<file path="src/rtl/posix_alarm_watches_pkg.sv">
// Shared constants and types for the POSIX alarm-clock core: day/hour/minute lengths,
// converter and alarm-channel state encodings, and the per-channel alarm setting.
package posix_alarm_pkg;

  localparam int SEC_PER_DAY  = 86400;
  localparam int SEC_PER_HOUR = 3600;
  localparam int SEC_PER_MIN  = 60;

  typedef enum logic [1:0] {
    IDLE,
    RINGING,
    SNOOZED
  } alarm_state_t;

  typedef enum logic [2:0] {
    CONV_IDLE,
    CONV_MOD,
    CONV_HOUR,
    CONV_MINSEC,
    CONV_DONE
  } conv_state_t;

  typedef struct packed {
    logic       en;
    logic [4:0] hour;
    logic [5:0] min;
  } alarm_cfg_t;

endpackage

</file>
<file path="src/rtl/posix_alarm_watches_if.sv">
// Bundle of user controls and time/alarm outputs exchanged between the core and its
// surroundings (display, buzzer, user panel).
interface posix_alarm_watches_if #(
  parameter int ALARM_CNT = 4
);
  localparam int IDX_W = (ALARM_CNT > 1) ? $clog2(ALARM_CNT) : 1;

  logic [31:0]          user_posix_time_i;
  logic                 user_posix_time_en_i;
  logic                 alarm_wr_en_i;
  logic [IDX_W-1:0]     alarm_idx_i;
  logic                 alarm_en_i;
  logic [4:0]           alarm_hour_i;
  logic [5:0]           alarm_min_i;
  logic                 snooze_i;
  logic                 stop_i;
  logic [31:0]          posix_time_o;
  logic                 new_posix_time_o;
  logic                 tick_o;
  logic                 sec_blnk_o;
  logic [4:0]           hour_o;
  logic [5:0]           min_o;
  logic [5:0]           sec_o;
  logic                 tod_valid_o;
  logic [ALARM_CNT-1:0] ring_o;
  logic                 any_ring_o;

  modport master (
    output user_posix_time_i, user_posix_time_en_i, alarm_wr_en_i, alarm_idx_i,
           alarm_en_i, alarm_hour_i, alarm_min_i, snooze_i, stop_i,
    input  posix_time_o, new_posix_time_o, tick_o, sec_blnk_o, hour_o, min_o, sec_o,
           tod_valid_o, ring_o, any_ring_o
  );

  modport slave (
    input  user_posix_time_i, user_posix_time_en_i, alarm_wr_en_i, alarm_idx_i,
           alarm_en_i, alarm_hour_i, alarm_min_i, snooze_i, stop_i,
    output posix_time_o, new_posix_time_o, tick_o, sec_blnk_o, hour_o, min_o, sec_o,
           tod_valid_o, ring_o, any_ring_o
  );

endinterface

</file>
<file path="src/rtl/posix_alarm_watches_tod_conv.sv">
// Serial POSIX-to-time-of-day converter: restoring remainder by 86400, then repeated
// subtraction for hours and minutes. A start strobe at any time aborts and restarts.
module posix_tod_conv
  import posix_alarm_pkg::*;
#(
  parameter int GMT = 3
) (
  input  logic        clk_i,
  input  logic        rst_i,
  input  logic        start_i,
  input  logic [31:0] posix_i,
  output logic        done_o,
  output logic [4:0]  hour_o,
  output logic [5:0]  min_o,
  output logic [5:0]  sec_o
);

  localparam logic [31:0] GMT_OFFSET = 32'(GMT * SEC_PER_HOUR);
  localparam logic [17:0] DAY_18     = 18'(SEC_PER_DAY);
  localparam logic [16:0] HOUR_17    = 17'(SEC_PER_HOUR);
  localparam logic [16:0] HOUR2_17   = 17'(2 * SEC_PER_HOUR);
  localparam logic [16:0] MIN_17     = 17'(SEC_PER_MIN);
  localparam logic [16:0] MIN2_17    = 17'(2 * SEC_PER_MIN);

  conv_state_t state_reg, state_next;
  logic [31:0] dividend_reg, dividend_next;
  logic [16:0] rem_reg, rem_next;
  logic [4:0]  bit_cnt_reg, bit_cnt_next;
  logic [4:0]  hour_reg, hour_next;
  logic [5:0]  min_reg, min_next;
  logic [17:0] shifted;

  always_ff @(posedge clk_i or posedge rst_i) begin
    if (rst_i) begin
      state_reg    <= CONV_IDLE;
      dividend_reg <= '0;
      rem_reg      <= '0;
      bit_cnt_reg  <= '0;
      hour_reg     <= '0;
      min_reg      <= '0;
    end else begin
      state_reg    <= state_next;
      dividend_reg <= dividend_next;
      rem_reg      <= rem_next;
      bit_cnt_reg  <= bit_cnt_next;
      hour_reg     <= hour_next;
      min_reg      <= min_next;
    end
  end

  always_comb begin
    state_next    = state_reg;
    dividend_next = dividend_reg;
    rem_next      = rem_reg;
    bit_cnt_next  = bit_cnt_reg;
    hour_next     = hour_reg;
    min_next      = min_reg;
    done_o        = 1'b0;
    shifted       = {rem_reg, dividend_reg[31]};

    case (state_reg)
      CONV_IDLE: ;
      CONV_MOD: begin
        rem_next      = (shifted >= DAY_18) ? 17'(shifted - DAY_18) : shifted[16:0];
        dividend_next = {dividend_reg[30:0], 1'b0};
        bit_cnt_next  = bit_cnt_reg - 5'd1;
        if (bit_cnt_reg == 5'd0) state_next = CONV_HOUR;
      end
      // Leave as soon as the post-subtraction remainder drops below one unit,
      // so the final subtraction and the state change share a cycle.
      CONV_HOUR: begin
        if (rem_reg >= HOUR_17) begin
          rem_next  = rem_reg - HOUR_17;
          hour_next = hour_reg + 5'd1;
          if (rem_reg < HOUR2_17) state_next = CONV_MINSEC;
        end else begin
          state_next = CONV_MINSEC;
        end
      end
      CONV_MINSEC: begin
        if (rem_reg >= MIN_17) begin
          rem_next = rem_reg - MIN_17;
          min_next = min_reg + 6'd1;
          if (rem_reg < MIN2_17) state_next = CONV_DONE;
        end else begin
          state_next = CONV_DONE;
        end
      end
      CONV_DONE: begin
        done_o     = 1'b1;
        state_next = CONV_IDLE;
      end
      default: state_next = CONV_IDLE;
    endcase

    if (start_i) begin
      state_next    = CONV_MOD;
      dividend_next = posix_i + GMT_OFFSET;
      rem_next      = '0;
      bit_cnt_next  = 5'd31;
      hour_next     = '0;
      min_next      = '0;
    end
  end

  assign hour_o = hour_reg;
  assign min_o  = min_reg;
  assign sec_o  = rem_reg[5:0];

endmodule

</file>
<file path="src/rtl/posix_alarm_watches.sv">
// Alarm-clock time-keeping core: POSIX counter with 1 Hz prescaler, local time of day
// kept by a serial converter plus tick increments, and ALARM_CNT ring/snooze channels.
module posix_alarm_watches
  import posix_alarm_pkg::*;
#(
  parameter int          CLK_FREQ_HZ      = 25_000_000,
  parameter int          GMT              = 3,
  parameter logic [31:0] START_POSIX_TIME = 32'd0,
  parameter int          ALARM_CNT        = 4,
  parameter int          SNOOZE_SEC       = 300,
  parameter int          RING_MAX_SEC     = 600
) (
  input logic                  clk_i,
  input logic                  rst_i,
  posix_alarm_watches_if.slave bus
);

  localparam int IDX_W   = (ALARM_CNT > 1) ? $clog2(ALARM_CNT) : 1;
  localparam int PRESC_W = $clog2(CLK_FREQ_HZ);
  localparam logic [PRESC_W-1:0] PRESC_LAST = PRESC_W'(CLK_FREQ_HZ - 1);
  localparam int CNT_MAX = (SNOOZE_SEC > RING_MAX_SEC) ? SNOOZE_SEC : RING_MAX_SEC;
  localparam int CNT_W   = $clog2(CNT_MAX + 1);
  localparam logic [CNT_W-1:0] SNOOZE_LOAD = CNT_W'(SNOOZE_SEC);
  localparam logic [CNT_W-1:0] RING_LOAD   = CNT_W'(RING_MAX_SEC);

  logic [PRESC_W-1:0] presc_reg;
  logic [31:0]        posix_reg;
  logic               new_reg, blnk_reg, tod_valid_reg, init_reg, any_ring_reg;
  logic [4:0]         hour_reg, hour_inc, conv_hour;
  logic [5:0]         min_reg, min_inc, conv_min;
  logic [5:0]         sec_reg, sec_inc, conv_sec;
  logic               tick, load, tod_tick, conv_start, conv_done, sec_wrap, min_wrap;
  logic [31:0]        conv_posix;
  logic [ALARM_CNT-1:0] ring_vec, ring_next_vec;

  assign tick     = (presc_reg == PRESC_LAST);
  assign load     = bus.user_posix_time_en_i;
  assign tod_tick = tick && tod_valid_reg && !load;

  // init_reg kicks off the conversion of START_POSIX_TIME right after reset.
  assign conv_start = init_reg || load;
  assign conv_posix = load ? bus.user_posix_time_i : posix_reg;

  posix_tod_conv #(.GMT(GMT)) u_conv (
    .clk_i   (clk_i),
    .rst_i   (rst_i),
    .start_i (conv_start),
    .posix_i (conv_posix),
    .done_o  (conv_done),
    .hour_o  (conv_hour),
    .min_o   (conv_min),
    .sec_o   (conv_sec)
  );

  always_comb begin
    sec_wrap = (sec_reg == 6'd59);
    min_wrap = (min_reg == 6'd59);
    sec_inc  = sec_wrap ? 6'd0 : sec_reg + 6'd1;
    min_inc  = min_reg;
    hour_inc = hour_reg;
    if (sec_wrap) min_inc = min_wrap ? 6'd0 : min_reg + 6'd1;
    if (sec_wrap && min_wrap) hour_inc = (hour_reg == 5'd23) ? 5'd0 : hour_reg + 5'd1;
  end

  always_ff @(posedge clk_i or posedge rst_i) begin
    if (rst_i) begin
      presc_reg     <= '0;
      posix_reg     <= START_POSIX_TIME;
      new_reg       <= 1'b0;
      blnk_reg      <= 1'b0;
      tod_valid_reg <= 1'b0;
      init_reg      <= 1'b1;
      hour_reg      <= '0;
      min_reg       <= '0;
      sec_reg       <= '0;
      any_ring_reg  <= 1'b0;
    end else begin
      init_reg     <= 1'b0;
      new_reg      <= load || tick;
      any_ring_reg <= |ring_next_vec;
      if (tick) blnk_reg <= ~blnk_reg;
      // A load on the tick cycle wins: the increment is dropped.
      if (load) begin
        posix_reg <= bus.user_posix_time_i;
        presc_reg <= '0;
      end else begin
        presc_reg <= tick ? '0 : presc_reg + PRESC_W'(1);
        if (tick) posix_reg <= posix_reg + 32'd1;
      end
      if (load) begin
        tod_valid_reg <= 1'b0;
      end else if (conv_done) begin
        tod_valid_reg <= 1'b1;
        hour_reg      <= conv_hour;
        min_reg       <= conv_min;
        sec_reg       <= conv_sec;
      end else if (tod_tick) begin
        hour_reg <= hour_inc;
        min_reg  <= min_inc;
        sec_reg  <= sec_inc;
      end
    end
  end

  genvar gi;
  generate
    for (gi = 0; gi < ALARM_CNT; gi++) begin : g_ch
      alarm_cfg_t   cfg_reg;
      alarm_state_t state_reg, state_next;
      logic [CNT_W-1:0] cnt_reg, cnt_next;
      logic wr_hit, hit;

      // Out-of-range indices never match any channel and are thus ignored.
      assign wr_hit = bus.alarm_wr_en_i && (bus.alarm_idx_i == IDX_W'(gi));
      assign hit    = cfg_reg.en && tod_tick && (sec_inc == 6'd0) &&
                      (min_inc == cfg_reg.min) && (hour_inc == cfg_reg.hour);

      always_ff @(posedge clk_i or posedge rst_i) begin
        if (rst_i) begin
          cfg_reg   <= '0;
          state_reg <= IDLE;
          cnt_reg   <= '0;
        end else begin
          state_reg <= state_next;
          cnt_reg   <= cnt_next;
          if (wr_hit) cfg_reg <= {bus.alarm_en_i, bus.alarm_hour_i, bus.alarm_min_i};
        end
      end

      // cnt_reg holds ring timeout while RINGING and snooze time while SNOOZED.
      always_comb begin
        state_next = state_reg;
        cnt_next   = cnt_reg;
        case (state_reg)
          IDLE: begin
            if (hit) begin
              state_next = RINGING;
              cnt_next   = RING_LOAD;
            end
          end
          RINGING: begin
            if (bus.stop_i) begin
              state_next = IDLE;
            end else if (bus.snooze_i) begin
              state_next = SNOOZED;
              cnt_next   = SNOOZE_LOAD;
            end else if (tick) begin
              if (cnt_reg <= CNT_W'(1)) state_next = IDLE;
              else cnt_next = cnt_reg - CNT_W'(1);
            end
          end
          SNOOZED: begin
            if (bus.stop_i) begin
              state_next = IDLE;
            end else if (tick) begin
              if (cnt_reg <= CNT_W'(1)) begin
                state_next = RINGING;
                cnt_next   = RING_LOAD;
              end else begin
                cnt_next = cnt_reg - CNT_W'(1);
              end
            end
          end
          default: state_next = IDLE;
        endcase
        if (wr_hit && !bus.alarm_en_i) state_next = IDLE;
      end

      assign ring_vec[gi]      = (state_reg == RINGING);
      assign ring_next_vec[gi] = (state_next == RINGING);
    end
  endgenerate

  assign bus.posix_time_o     = posix_reg;
  assign bus.new_posix_time_o = new_reg;
  assign bus.tick_o           = tick;
  assign bus.sec_blnk_o       = blnk_reg;
  assign bus.hour_o           = hour_reg;
  assign bus.min_o            = min_reg;
  assign bus.sec_o            = sec_reg;
  assign bus.tod_valid_o      = tod_valid_reg;
  assign bus.ring_o           = ring_vec;
  assign bus.any_ring_o       = any_ring_reg;

endmodule

</file>
<file path="src/flat_wrapper.sv">
// flat-port wrapper written by rule: the top's interface ports become plain ports
module posix_alarm_watches_flat import posix_alarm_pkg::*;
#(
  parameter int          CLK_FREQ_HZ      = 25_000_000,
  parameter int          GMT              = 3,
  parameter logic [31:0] START_POSIX_TIME = 32'd0,
  parameter int          ALARM_CNT        = 4,
  parameter int          SNOOZE_SEC       = 300,
  parameter int          RING_MAX_SEC     = 600
)
  (clk_i, rst_i, bus_user_posix_time_i, bus_user_posix_time_en_i, bus_alarm_wr_en_i, bus_alarm_idx_i, bus_alarm_en_i, bus_alarm_hour_i, bus_alarm_min_i, bus_snooze_i, bus_stop_i, bus_posix_time_o, bus_new_posix_time_o, bus_tick_o, bus_sec_blnk_o, bus_hour_o, bus_min_o, bus_sec_o, bus_tod_valid_o, bus_ring_o, bus_any_ring_o);
  posix_alarm_watches_if #(.ALARM_CNT(ALARM_CNT)) bus_i ();
  input logic clk_i;
  input logic rst_i;
  input wire logic [$bits(bus_i.user_posix_time_i)-1:0] bus_user_posix_time_i;
  input wire logic [$bits(bus_i.user_posix_time_en_i)-1:0] bus_user_posix_time_en_i;
  input wire logic [$bits(bus_i.alarm_wr_en_i)-1:0] bus_alarm_wr_en_i;
  input wire logic [$bits(bus_i.alarm_idx_i)-1:0] bus_alarm_idx_i;
  input wire logic [$bits(bus_i.alarm_en_i)-1:0] bus_alarm_en_i;
  input wire logic [$bits(bus_i.alarm_hour_i)-1:0] bus_alarm_hour_i;
  input wire logic [$bits(bus_i.alarm_min_i)-1:0] bus_alarm_min_i;
  input wire logic [$bits(bus_i.snooze_i)-1:0] bus_snooze_i;
  input wire logic [$bits(bus_i.stop_i)-1:0] bus_stop_i;
  output wire logic [$bits(bus_i.posix_time_o)-1:0] bus_posix_time_o;
  output wire logic [$bits(bus_i.new_posix_time_o)-1:0] bus_new_posix_time_o;
  output wire logic [$bits(bus_i.tick_o)-1:0] bus_tick_o;
  output wire logic [$bits(bus_i.sec_blnk_o)-1:0] bus_sec_blnk_o;
  output wire logic [$bits(bus_i.hour_o)-1:0] bus_hour_o;
  output wire logic [$bits(bus_i.min_o)-1:0] bus_min_o;
  output wire logic [$bits(bus_i.sec_o)-1:0] bus_sec_o;
  output wire logic [$bits(bus_i.tod_valid_o)-1:0] bus_tod_valid_o;
  output wire logic [$bits(bus_i.ring_o)-1:0] bus_ring_o;
  output wire logic [$bits(bus_i.any_ring_o)-1:0] bus_any_ring_o;
  assign bus_i.user_posix_time_i = bus_user_posix_time_i;
  assign bus_i.user_posix_time_en_i = bus_user_posix_time_en_i;
  assign bus_i.alarm_wr_en_i = bus_alarm_wr_en_i;
  assign bus_i.alarm_idx_i = bus_alarm_idx_i;
  assign bus_i.alarm_en_i = bus_alarm_en_i;
  assign bus_i.alarm_hour_i = bus_alarm_hour_i;
  assign bus_i.alarm_min_i = bus_alarm_min_i;
  assign bus_i.snooze_i = bus_snooze_i;
  assign bus_i.stop_i = bus_stop_i;
  assign bus_posix_time_o = bus_i.posix_time_o;
  assign bus_new_posix_time_o = bus_i.new_posix_time_o;
  assign bus_tick_o = bus_i.tick_o;
  assign bus_sec_blnk_o = bus_i.sec_blnk_o;
  assign bus_hour_o = bus_i.hour_o;
  assign bus_min_o = bus_i.min_o;
  assign bus_sec_o = bus_i.sec_o;
  assign bus_tod_valid_o = bus_i.tod_valid_o;
  assign bus_ring_o = bus_i.ring_o;
  assign bus_any_ring_o = bus_i.any_ring_o;
  posix_alarm_watches #(.CLK_FREQ_HZ(CLK_FREQ_HZ), .GMT(GMT), .START_POSIX_TIME(START_POSIX_TIME), .ALARM_CNT(ALARM_CNT), .SNOOZE_SEC(SNOOZE_SEC), .RING_MAX_SEC(RING_MAX_SEC)) u_core (.clk_i(clk_i), .rst_i(rst_i), .bus(bus_i));
endmodule
</file>
<file path="config.mk">
export PLATFORM = sky130hd
export DESIGN_NAME = posix_alarm_watches_flat
export DESIGN_NICKNAME = d
export VERILOG_FILES = /design/src/rtl/posix_alarm_watches_pkg.sv /design/src/rtl/posix_alarm_watches_if.sv /design/src/rtl/posix_alarm_watches_tod_conv.sv /design/src/rtl/posix_alarm_watches.sv /design/src/flat_wrapper.sv
export SDC_FILE = /design/constraint.sdc
export NUM_CORES = 1
export LEC_CHECK = 0
export ABC_AREA = 1
export BUFFER_PORTS_ARGS = -buffer_cell sky130_fd_sc_hd__buf_2
export CORE_MARGIN = 8
export CORE_UTILIZATION = 55
export DETAILED_ROUTE_END_ITERATION = 7
export PLACE_DENSITY_LB_ADDON = 0.12
export REMOVE_ABC_BUFFERS = 1
export SETUP_SLACK_MARGIN = 0.2
export SLEW_MARGIN = 20
export SYNTH_ARGS = -nofsm -noshare
export SYNTH_HDL_FRONTEND = slang
export SYNTH_SLANG_ARGS = --single-unit
</file>
<file path="constraint.sdc">
create_clock -name clk_i -period 6.6 [get_ports clk_i]
set_input_delay 0 -clock clk_i [delete_from_list [all_inputs] [get_ports clk_i]]
set_output_delay 0 -clock clk_i [all_outputs]
set_load 0.02 [all_outputs]
</file>
==> flow_summary.ini, run 1 <==
[routing]
drt_iter0_drc = 1230
drc = 0
dr.pass1.iters = 6
vias = 15070
viasPerCell = 5.447
wl_per_cell_um = 15.14
wl_um = 41910
drtAntennaViolNets = 0

[layout]
mostFrequentLayoutCells = 518 x nand2_1, 309 x inv_1, 247 x o21ai_0
fill_cells = 2569
area_growth_pct = 14.72
fin_nets = 2455
final_common_cell = nand2_1
multiInputGateArea_um2 = 8227
drive_gt1_share_pct = 10.83
final_cell_area_um2 = 18160
diodes = 0
fin_util_pct = 63.60
stdcell_count = 2767
largest_register_ffs = 48
register_area_um2 = 6082

[sta]
setup_violations = 0
setup_ws_ns = 2.343
rsz0062_at_grt = no
clock_skew_ns = 0.01178
slew_violations = 0
min_period_ns = 4.257
setup_tns_ns = 0
timing.final.crit_share_pct = 64.50
fmax_mhz = 234.9
hold_violations = 0
tightest_slew_ns = 0.9905
slew_headroom_pct = 33.90

[power]
p_sw_share_pct = 30.46
comb_power_share_pct = 17.6
p_sw_mw = 1.260
intPower_mw = 2.875
power_frac_clock_pct = 40.4
power.density_nw_per_um2 = 227.7
p_leak_nw = 8.840
vdd_drop_max_uv = 198.1
seqPwrFrac_pct = 42.0

[global_routing]
antenna_found_initial = 0
grt_usage_pct = 24.60
grt_pass1_wl_um = 70930
grt_overflow = 0
first_global_vias = 14590
grt_max_degree = 105

[synthesis]
synth_flop_cell = dfrtp_1
ys_ff_latch = 243
synth_area_leaders = dfrtp_1 38%, nand2_1 12%, o21ai_0 7.8%
synthArstFlopShare_pct = 100.0
synth.top_cell.area_share_pct = 38.26
ys.warnings.count = 0
netlist_area_um2 = 15830
synth_area_per_cell_um2 = 7.110
synth_edf_count = 0
syn-instance-count = 2226
synth.distinct_cells = 60
synth_top_area_cell = dfrtp_1
yosysSeqAreaShare_pct = 38.43

[clock_network]
tritoncts = built
cts_setup_buffers = 0
clock_sinks = 243
clockBufferDepth = 3
clk_pin_slew_ns = 0.06
root_buffer = clkbuf_16
cts-htree-levels = 1
cts_made_buffers = 28
clk_latency_ns = 0.55

[placement]
place_area_um2 = 16660
dp_slack_ns = 2.491
dp.cells = 2666
post-dp-hpwl_um = 29920
place_congestion = 0.9053
numPortBuffers = 109

[floorplanning]
start_util_pct = 55.44
die_w_um = 185.6
die-area_um2 = 34460
ios = 110
fp.dieH_um = 185.6
num_rows = 62
core-area_um2 = 28550

[job]
drv_cap = 0

[setup_path]
critical_path.max_fanout = 14
crit_chain = nor2_1, inv_1, nor2_1, inv_1, nor2_1, inv_1, o22ai_1, nor2_1, nand2_1, inv_2, o211ai_1, o21ai_0
required_ns = 6.99
cp_slowest_stage_delay_ns = 0.79
cp.arrival_ns = 4.64
cp-end-kind = flop
path_buf_inv = 4
cpMaxStageDelayCell = nor2_1
startpoint_type = flop
critPathKind = flop to flop
cp_top_family = simple AND/OR/NAND/NOR gates
crit_path_frequent_cell = nor2_1

[outcome]
status = complete, no violations

[worst_hold_path]
holdCritPathClass = primary input to flop
-- worst register-to-register path: stages, from the launching register on --
cell and delay (ns):
dfrtp_1 0.40, nor2_1 0.72, inv_1 0.50, nor2_1 0.79, inv_1 0.25, nor2_1 0.27, inv_1 0.13, o22ai_1 0.23
nor2_1 0.27, nand2_1 0.20, inv_2 0.12, o211ai_1 0.10, o21ai_0 0.11
-- layout make-up --
type	count	share of cell area, %
sequential	243	33.50
inverter	329	6.870
multi-input combinational	1590	45.31
timing repair buffer	170	6.216
tap	384	2.646
clock inverter	20	1.426
clock buffer	31	4.038
-- metal layers --
layer	share of wire, %	vias to the layer above	global-route usage [%]	wire (µm)
li1	-	7573	-	-
met1	46	6988	33.67	19440
met2	46	445	41.16	19470
met4	1.6	0	5.240	678
met5	0	-	0	0
met3	5.5	65	3.377	2318
-- cells in the mapped netlist, types with 5 or more instances --
cell,count
a21oi_1,80
o221ai_1,14
nand3_1,128
nand2_4,7
nand3_2,7
o21ai_1,29
nand2_1,518
nand3b_1,15
a22oi_1,7
nor2_1,205
nor2_2,9
ha_1,41
inv_2,15
dfrtp_1,242
o31ai_1,6
nand4_1,31
inv_1,311
or2_2,7
buf_2,15
o211ai_1,26
nor3_1,46
o22ai_1,17
clkbuf_1,38
xnor2_1,8
nand2_2,18
nor4_1,10
a31oi_1,12
a211oi_1,5
o21ai_0,247
xor2_1,49
-- through the flow --
stage | total power [mW] | hold slack [ns]
final | 4.135 | 0.04069
after global routing | 4.347 | 0.06501
after CTS | 4.167 | 0.01936
after detailed placement | 2.452 | 0.2066
after global placement | 2.437 | 0.2075
after floorplan | 2.228 | 0.06314
-- logic make-up (layout without fill, tap and decap cells) --
logic type	count (synthesis)	count (layout)	share of synthesized area, %
compound gates	472	472	17.01
other cells	1	1	0.02369
simple gates	1019	1019	28.41
buf+inv	393	550	9.731
flops	243	243	38.43
xor+xnor	57	57	3.154
fa+ha+maj	41	41	3.241
-- power by group through the flow --
stage | logic, mW | registers [mW] | clock network [mW]
after floorplan | 0.462 | 1.77 | 0
after global placement | 0.683 | 1.75 | 0
after detailed placement | 0.697 | 1.75 | 0
after CTS | 0.728 | 1.73 | 1.71
after global routing | 0.827 | 1.75 | 1.77
final | 0.728 | 1.74 | 1.67
-- final timing paths --
check / startpoint / end / slack [ns] / depth (start not counted)
min in group asynchronous: rst_i / u_core.bus.posix_time_o[8]$_DFFE_PP0P_ / 0.10 / 3
min: bus_alarm_wr_en_i / u_core.g_ch[3].cfg_reg[6]$_DFFE_PP0P_ / 0.04 / 5
max: u_core.u_conv.state_reg[2]$_DFFE_PP0P_ / u_core.u_conv.rem_reg[14]$_DFFE_PP0P_ / 2.34 / 12
min reg2reg: u_core.presc_reg[0]$_DFF_PP0_ / u_core.presc_reg[0]$_DFF_PP0_ / 0.46 / 1
max reg2reg: u_core.u_conv.state_reg[2]$_DFFE_PP0P_ / u_core.u_conv.rem_reg[14]$_DFFE_PP0P_ / 2.34 / 12
max in group asynchronous: rst_i / u_core.g_ch[3].cfg_reg[3]$_DFFE_PP0P_ / 5.03 / 4
-- repair_timing --
action | 4_1_cts | 5_1_grt
hold buffers | 50 | 0
resized for setup | 0 | 0
endpoints found under the hold margin | 191 | 0
(Power assumes the default switching activity.)
==> inputs of run 2 (changes only) <==
- clock period: 6.6 -> 3.4 ns (I/O delays scaled with it)
==> run 2 against run 1 <==
  * Core utilization rose by 0.50 points
  * Sequential power increased by 94%
  * Fmax grew 49%
  * Sequential share of layout area decreased by 0.26 points
  * Largest power group unchanged
==> flow_summary.ini, run 2 (same netlist as run 1, synthesis figures left out) <==
[outcome]
status = complete, no violations

[global_routing]
first_global_vias = 14750
grt_pass1_wl_um = 71460
grt_usage_pct = 24.79
grt_overflow = 0
grt_max_degree = 108
antenna_found_initial = 0

[layout]
stdcell_count = 2782
mostFrequentLayoutCells = 516 x nand2_1, 309 x inv_1, 247 x o21ai_0
fill_cells = 2613
final_cell_area_um2 = 18300
drive_gt1_share_pct = 11.51
area_growth_pct = 15.63
largest_register_ffs = 48
diodes = 0
fin_util_pct = 64.11
multiInputGateArea_um2 = 8224
register_area_um2 = 6083
fin_nets = 2470
final_common_cell = nand2_1

[sta]
setup_violations = 0
tightest_slew_ns = 0.8025
rsz0062_at_grt = no
fmax_mhz = 350.3
slew_headroom_pct = 46.50
min_period_ns = 2.855
timing.final.crit_share_pct = 83.96
clock_skew_ns = 0.01630
slew_violations = 0
hold_ws_ns = 0.05215
setup_tns_ns = 0
hold_violations = 0

[power]
p_sw_share_pct = 29.56
p_leak_nw = 8.956
power.density_nw_per_um2 = 440.6
vdd_drop_max_uv = 355.1
seqPwrFrac_pct = 41.8
comb_power_share_pct = 17.8
intPower_mw = 5.680
power_frac_clock_pct = 40.4
p_sw_mw = 2.384

[clock_network]
cts_made_buffers = 28
clock_sinks = 243
tritoncts = built
cts_setup_buffers = 0
clockBufferDepth = 3
cts-htree-levels = 1
root_buffer = clkbuf_16
clk_pin_slew_ns = 0.06
clk_latency_ns = 0.55

[routing]
drc = 0
viasPerCell = 5.454
vias = 15170
dr.pass1.iters = 6
wl_um = 42300
wl_per_cell_um = 15.21
drt_iter0_drc = 1192
drtAntennaViolNets = 0

[setup_path]
rrSetupSlack_ns = 0.55
startpoint_type = flop
required_ns = 3.85
cp.arrival_ns = 3.31
cp-end-kind = flop
r2r_end = u_core.g_ch[2].cnt_reg[1]$_DFFE_PP0P_
r2r_start = u_core.bus.min_o[1]$_DFFE_PP0P_
critical_path.max_fanout = 15
critPathKind = flop to flop
worstRegToRegCells = 15

[placement]
numPortBuffers = 109
place_congestion = 0.9193
post-dp-hpwl_um = 30650
dp.cells = 2683
place_area_um2 = 16810

[floorplanning]
num_rows = 62
core-area_um2 = 28550
die_w_um = 185.6
die-area_um2 = 34460
start_util_pct = 55.44
fp.dieH_um = 185.6
ios = 110

[worst_hold_path]
hold_path_startpoint = bus_alarm_wr_en_i
holdCritPathClass = primary input to flop
min_to = u_core.g_ch[3].cfg_reg[9]$_DFFE_PP0P_
min_path_cells = 5

[job]
drv_cap = 0
==> run 2: stage by stage <==
step           power, mW  setup WS, ns
3_5_place_dp       4.791        0.4295
4_1_cts            8.125        0.4059
3_3_place_gp       4.759        0.5312
6_report           8.064        0.5452
2_1_floorplan      4.325        -3.272
5_1_grt            8.487        0.2225
==> run 2: metal layers <==
metal | wire length (µm) | global-route usage, % | up-vias
met5 | 0 | 0 | -
met4 | 935 | 7.113 | 0
met3 | 2474 | 3.611 | 68
met2 | 19490 | 40.89 | 450
met1 | 19400 | 33.55 | 7053
li1 | - | - | 7601
==> run 2: cell type report <==
type | instances | area share, %
clock inverters | 10 | 0.8409
clock buffers | 41 | 4.649
inverters | 329 | 6.816
repair buffers | 185 | 6.891
flip-flops and latches | 243 | 33.24
multi-input cells | 1590 | 44.94
well taps | 384 | 2.625
==> run 2: how the worst max path moves through the flow <==
stage | depth (start not counted) | endpoint | from | slack, ns
2_1_floorplan | 1 | u_core.bus.any_ring_o$_DFF_PP0_ | rst_i | -3.27
3_3_place_gp | 14 | u_core.g_ch[3].cnt_reg[0]$_DFFE_PP0P_ | u_core.bus.min_o[0]$_DFFE_PP0P_ | 0.53
3_5_place_dp | 14 | u_core.g_ch[3].cnt_reg[0]$_DFFE_PP0P_ | u_core.bus.sec_o[0]$_DFFE_PP0P_ | 0.43
4_1_cts | 14 | u_core.g_ch[3].cnt_reg[0]$_DFFE_PP0P_ | u_core.bus.min_o[1]$_DFFE_PP0P_ | 0.41
5_1_grt | 18 | u_core.g_ch[2].cnt_reg[1]$_DFFE_PP0P_ | u_core.bus.sec_o[1]$_DFFE_PP0P_ | 0.22
6_report | 15 | u_core.g_ch[2].cnt_reg[1]$_DFFE_PP0P_ | u_core.bus.min_o[1]$_DFFE_PP0P_ | 0.55
==> run 2: repair_timing <==
item / CTS / global route
setup endpoints to repair: 0 / 20
gates resized for setup: 0 / 3
hold endpoints to repair: 193 / 0
hold buffers: 48 / 0
==> run 2: power groups by stage <==
stage	sequential, mW	clock [mW]	combinational (mW)
floorplan	3.43	0	0.896
global placement	3.40	0	1.36
detailed placement	3.41	0	1.38
CTS	3.36	3.32	1.44
global route	3.40	3.45	1.64
finish	3.37	3.26	1.44
==> run 2: critical path, cell delays in order (launching register included) <==
cell	delay [ns]
dfrtp_1	0.41
ha_1	0.24
nand3_1	0.15
nor2_2	0.17
nand2_2	0.27
nand2_1	0.27
nand2_2	0.12
nand2_1	0.07
nand3_1	0.06
nor2_1	0.16
nand3_2	0.17
nand2_2	0.12
nand2_4	0.08
inv_2	0.18
nand3_1	0.16
o22ai_1	0.14
==> inputs of run 3 (changes only) <==
- ABC_AREA: 1 -> 0
- clock period: 3.4 -> 2.85 ns (I/O delays scaled with it)
==> run 3 against run 2 <==
  * The run now ends with setup timing left
  * Sequential share of layout area fell by 3.4 points
  * Worst hold slack got worse by 0.040 ns
  * Critical path depth fell by 1
  * Core utilization rose by 7.9 points
  * Wire length rose by 11%
  * Register-to-register slack got worse by 0.86 ns
==> flow_summary.ini, run 3 <==
[outcome]
status = complete, but fails checks
failed_checks = setup timing

[global_routing]
grt_max_degree = 78
grt_usage_pct = 26.65
antenna_found_initial = 1
grt_pass1_wl_um = 75350
grt_overflow = 0
first_global_vias = 14780

[clock_network]
root_buffer = clkbuf_16
clockBufferDepth = 3
cts_made_buffers = 28
clock_sinks = 243
cts-htree-levels = 1
clk_pin_slew_ns = 0.06
tritoncts = built
clk_latency_ns = 0.58

[worst_hold_path]
hold_path_startpoint = bus_alarm_idx_i[1]
min_path_cells = 4
holdCritPathClass = primary input to flop

[layout]
diodes = 0
fill_cells = 2224
fin_nets = 2257
final_common_cell = dfrtp_1
drive_gt1_share_pct = 26.50
fin_util_pct = 71.96
area_growth_pct = 30.04
mostFrequentLayoutCells = 235 x dfrtp_1, 214 x nand2_1, 201 x buf_4
largest_register_ffs = 48
stdcell_count = 2569

[floorplanning]
die-area_um2 = 34230
num_rows = 62
core-area_um2 = 28390
die_w_um = 185.0
ios = 110
fp.dieH_um = 185.0
start_util_pct = 55.34

[power]
vdd_drop_max_uv = 472.5
power.density_nw_per_um2 = 549.2
p_leak_nw = 8.902

[setup_path]
cp.arrival_ns = 3.63
startpoint_type = flop
worstRegToRegCells = 14
critPathKind = flop to flop
required_ns = 3.31
cp-end-kind = flop
critical_path.max_fanout = 6
r2r_start = u_core.bus.sec_o[0]$_DFFE_PP0P_
startpoint = u_core.bus.sec_o[0]$_DFFE_PP0P_

[routing]
viasPerCell = 5.999
dr.pass1.iters = 5
drtAntennaViolNets = 0
wl_um = 46830
drt_iter0_drc = 1384
wl_per_cell_um = 18.23
drc = 0
vias = 15410

[synthesis]
netlist_area_um2 = 15710
synth_edf_count = 0
synth.distinct_cells = 85
synth_area_per_cell_um2 = 8.512
yosysSeqAreaShare_pct = 38.71
post-synth-top-count-cell = dfrtp_1
synth.cells.most_frequent = 242 x dfrtp_1, 216 x nand2_1, 186 x nor2_1
synth_area_leaders = dfrtp_1 39%, nand2_1 5.2%, nor2_1 4.4%
syn-instance-count = 1846
ys_ff_latch = 243
synthArstFlopShare_pct = 100.0
synth_flop_cell = dfrtp_1
ys.warnings.count = 0
synth.top_cell.area_share_pct = 38.54
synth_top_area_cell = dfrtp_1

[sta]
hold_violations = 0
setup_tns_ns = -7.935
hold_ws_ns = 0.01169
slew_violations = 0
clock_skew_ns = 0.02013
timing.final.crit_share_pct = 111.1
rsz0062_at_grt = yes
min_period_ns = 3.166
slew_headroom_pct = 41.55
fmax_mhz = 315.9
setup_ws_ns = -0.3158
setup_violations = 44
tightest_slew_ns = 0.8675

[placement]
dp_slack_ns = -0.6640
dp.cells = 2444
post-dp-hpwl_um = 32490
place_congestion = 0.9400
numPortBuffers = 109

[job]
drv_cap = 0
-- run 3: kinds of logic after synthesis --
kind of cell	share of synthesized area [%]
xor gates and xnor gates	6.076
and+or+nand+nor	23.59
other	0.02387
buffers and inverters	3.878
AOI/OAI and AO/OA	18.77
muxes	5.686
DFF	38.71
adders and majority gates	3.265
-- run 3: report_power, final --
part | switching (mW) | leakage [nW] | internal (mW)
clock | 1.51 | 0.512 | 2.46
sequential | 0.556 | 3.01 | 3.94
combinational | 1.48 | 5.38 | 1.28
total | 3.54 | 8.90 | 7.68
-- run 3: metal layers --
metal | global-route usage [%] | vias up | part of all wire (%)
met5 | 0 | - | 0.032
met4 | 8.387 | 2 | 3.0
met3 | 4.178 | 100 | 6.2
met2 | 41.71 | 545 | 46
met1 | 37.48 | 7487 | 45
li1 | - | 7277 | -
-- run 3: timing repair --
item	CTS	global route
buffers inserted	5	14
gates cloned	2	4
hold buffers	49	0
setup endpoints to repair	49	89
pin swaps	16	24
gates resized for setup	65	118
endpoints found under the hold margin	177	0
-- run 3: worst max-delay path, stage by stage, from the launching register on --
cell and delay (ns):
dfrtp_1 0.41, buf_4 0.15, buf_6 0.11, a311oi_4 0.24, a31oi_2 0.10, a2111oi_2 0.40
buf_4 0.19, nand3_4 0.07, a2111oi_4 0.24, buf_4 0.18, nand4_4 0.12, a2111oi_4 0.38
buf_6 0.19, o21ai_2 0.06, a22o_1 0.21
-- run 3: cell type report --
| class | instances | area (µm²) | share of cell area [%] |
|---|---|---|---|
| multi-input cells | 1451 | 9724 | 47.59 |
| flip-flops and latches | 243 | 6091 | 29.81 |
| inverters | 55 | 214.0 | 1.047 |
| clock buffers | 39 | 822.0 | 4.023 |
| well taps | 384 | 480.5 | 2.352 |
| clock inverters | 12 | 210.2 | 1.029 |
| repair buffers | 385 | 2890 | 14.15 |
-- run 3: through the flow --
step	cell area [µm²]	total power, mW
2_1_floorplan	15310	5.956
3_3_place_gp	17960	6.777
3_5_place_dp	17960	6.852
4_1_cts	19800	11.02
5_1_grt	20430	11.77
6_report	20430	11.22
-- run 3: final timing paths --
check	slack, ns	to
min	0.01	u_core.g_ch[3].cfg_reg[11]$_DFFE_PP0P_
max	-0.32	u_core.g_ch[2].cnt_reg[4]$_DFFE_PP0P_
min in group asynchronous	0.05	u_core.bus.new_posix_time_o$_DFF_PP0_
max reg2reg	-0.32	u_core.g_ch[2].cnt_reg[4]$_DFFE_PP0P_
min reg2reg	0.47	u_core.bus.sec_blnk_o$_DFFE_PP0P_
max in group asynchronous	1.96	u_core.u_conv.dividend_reg[0]$_DFFE_PP0P_
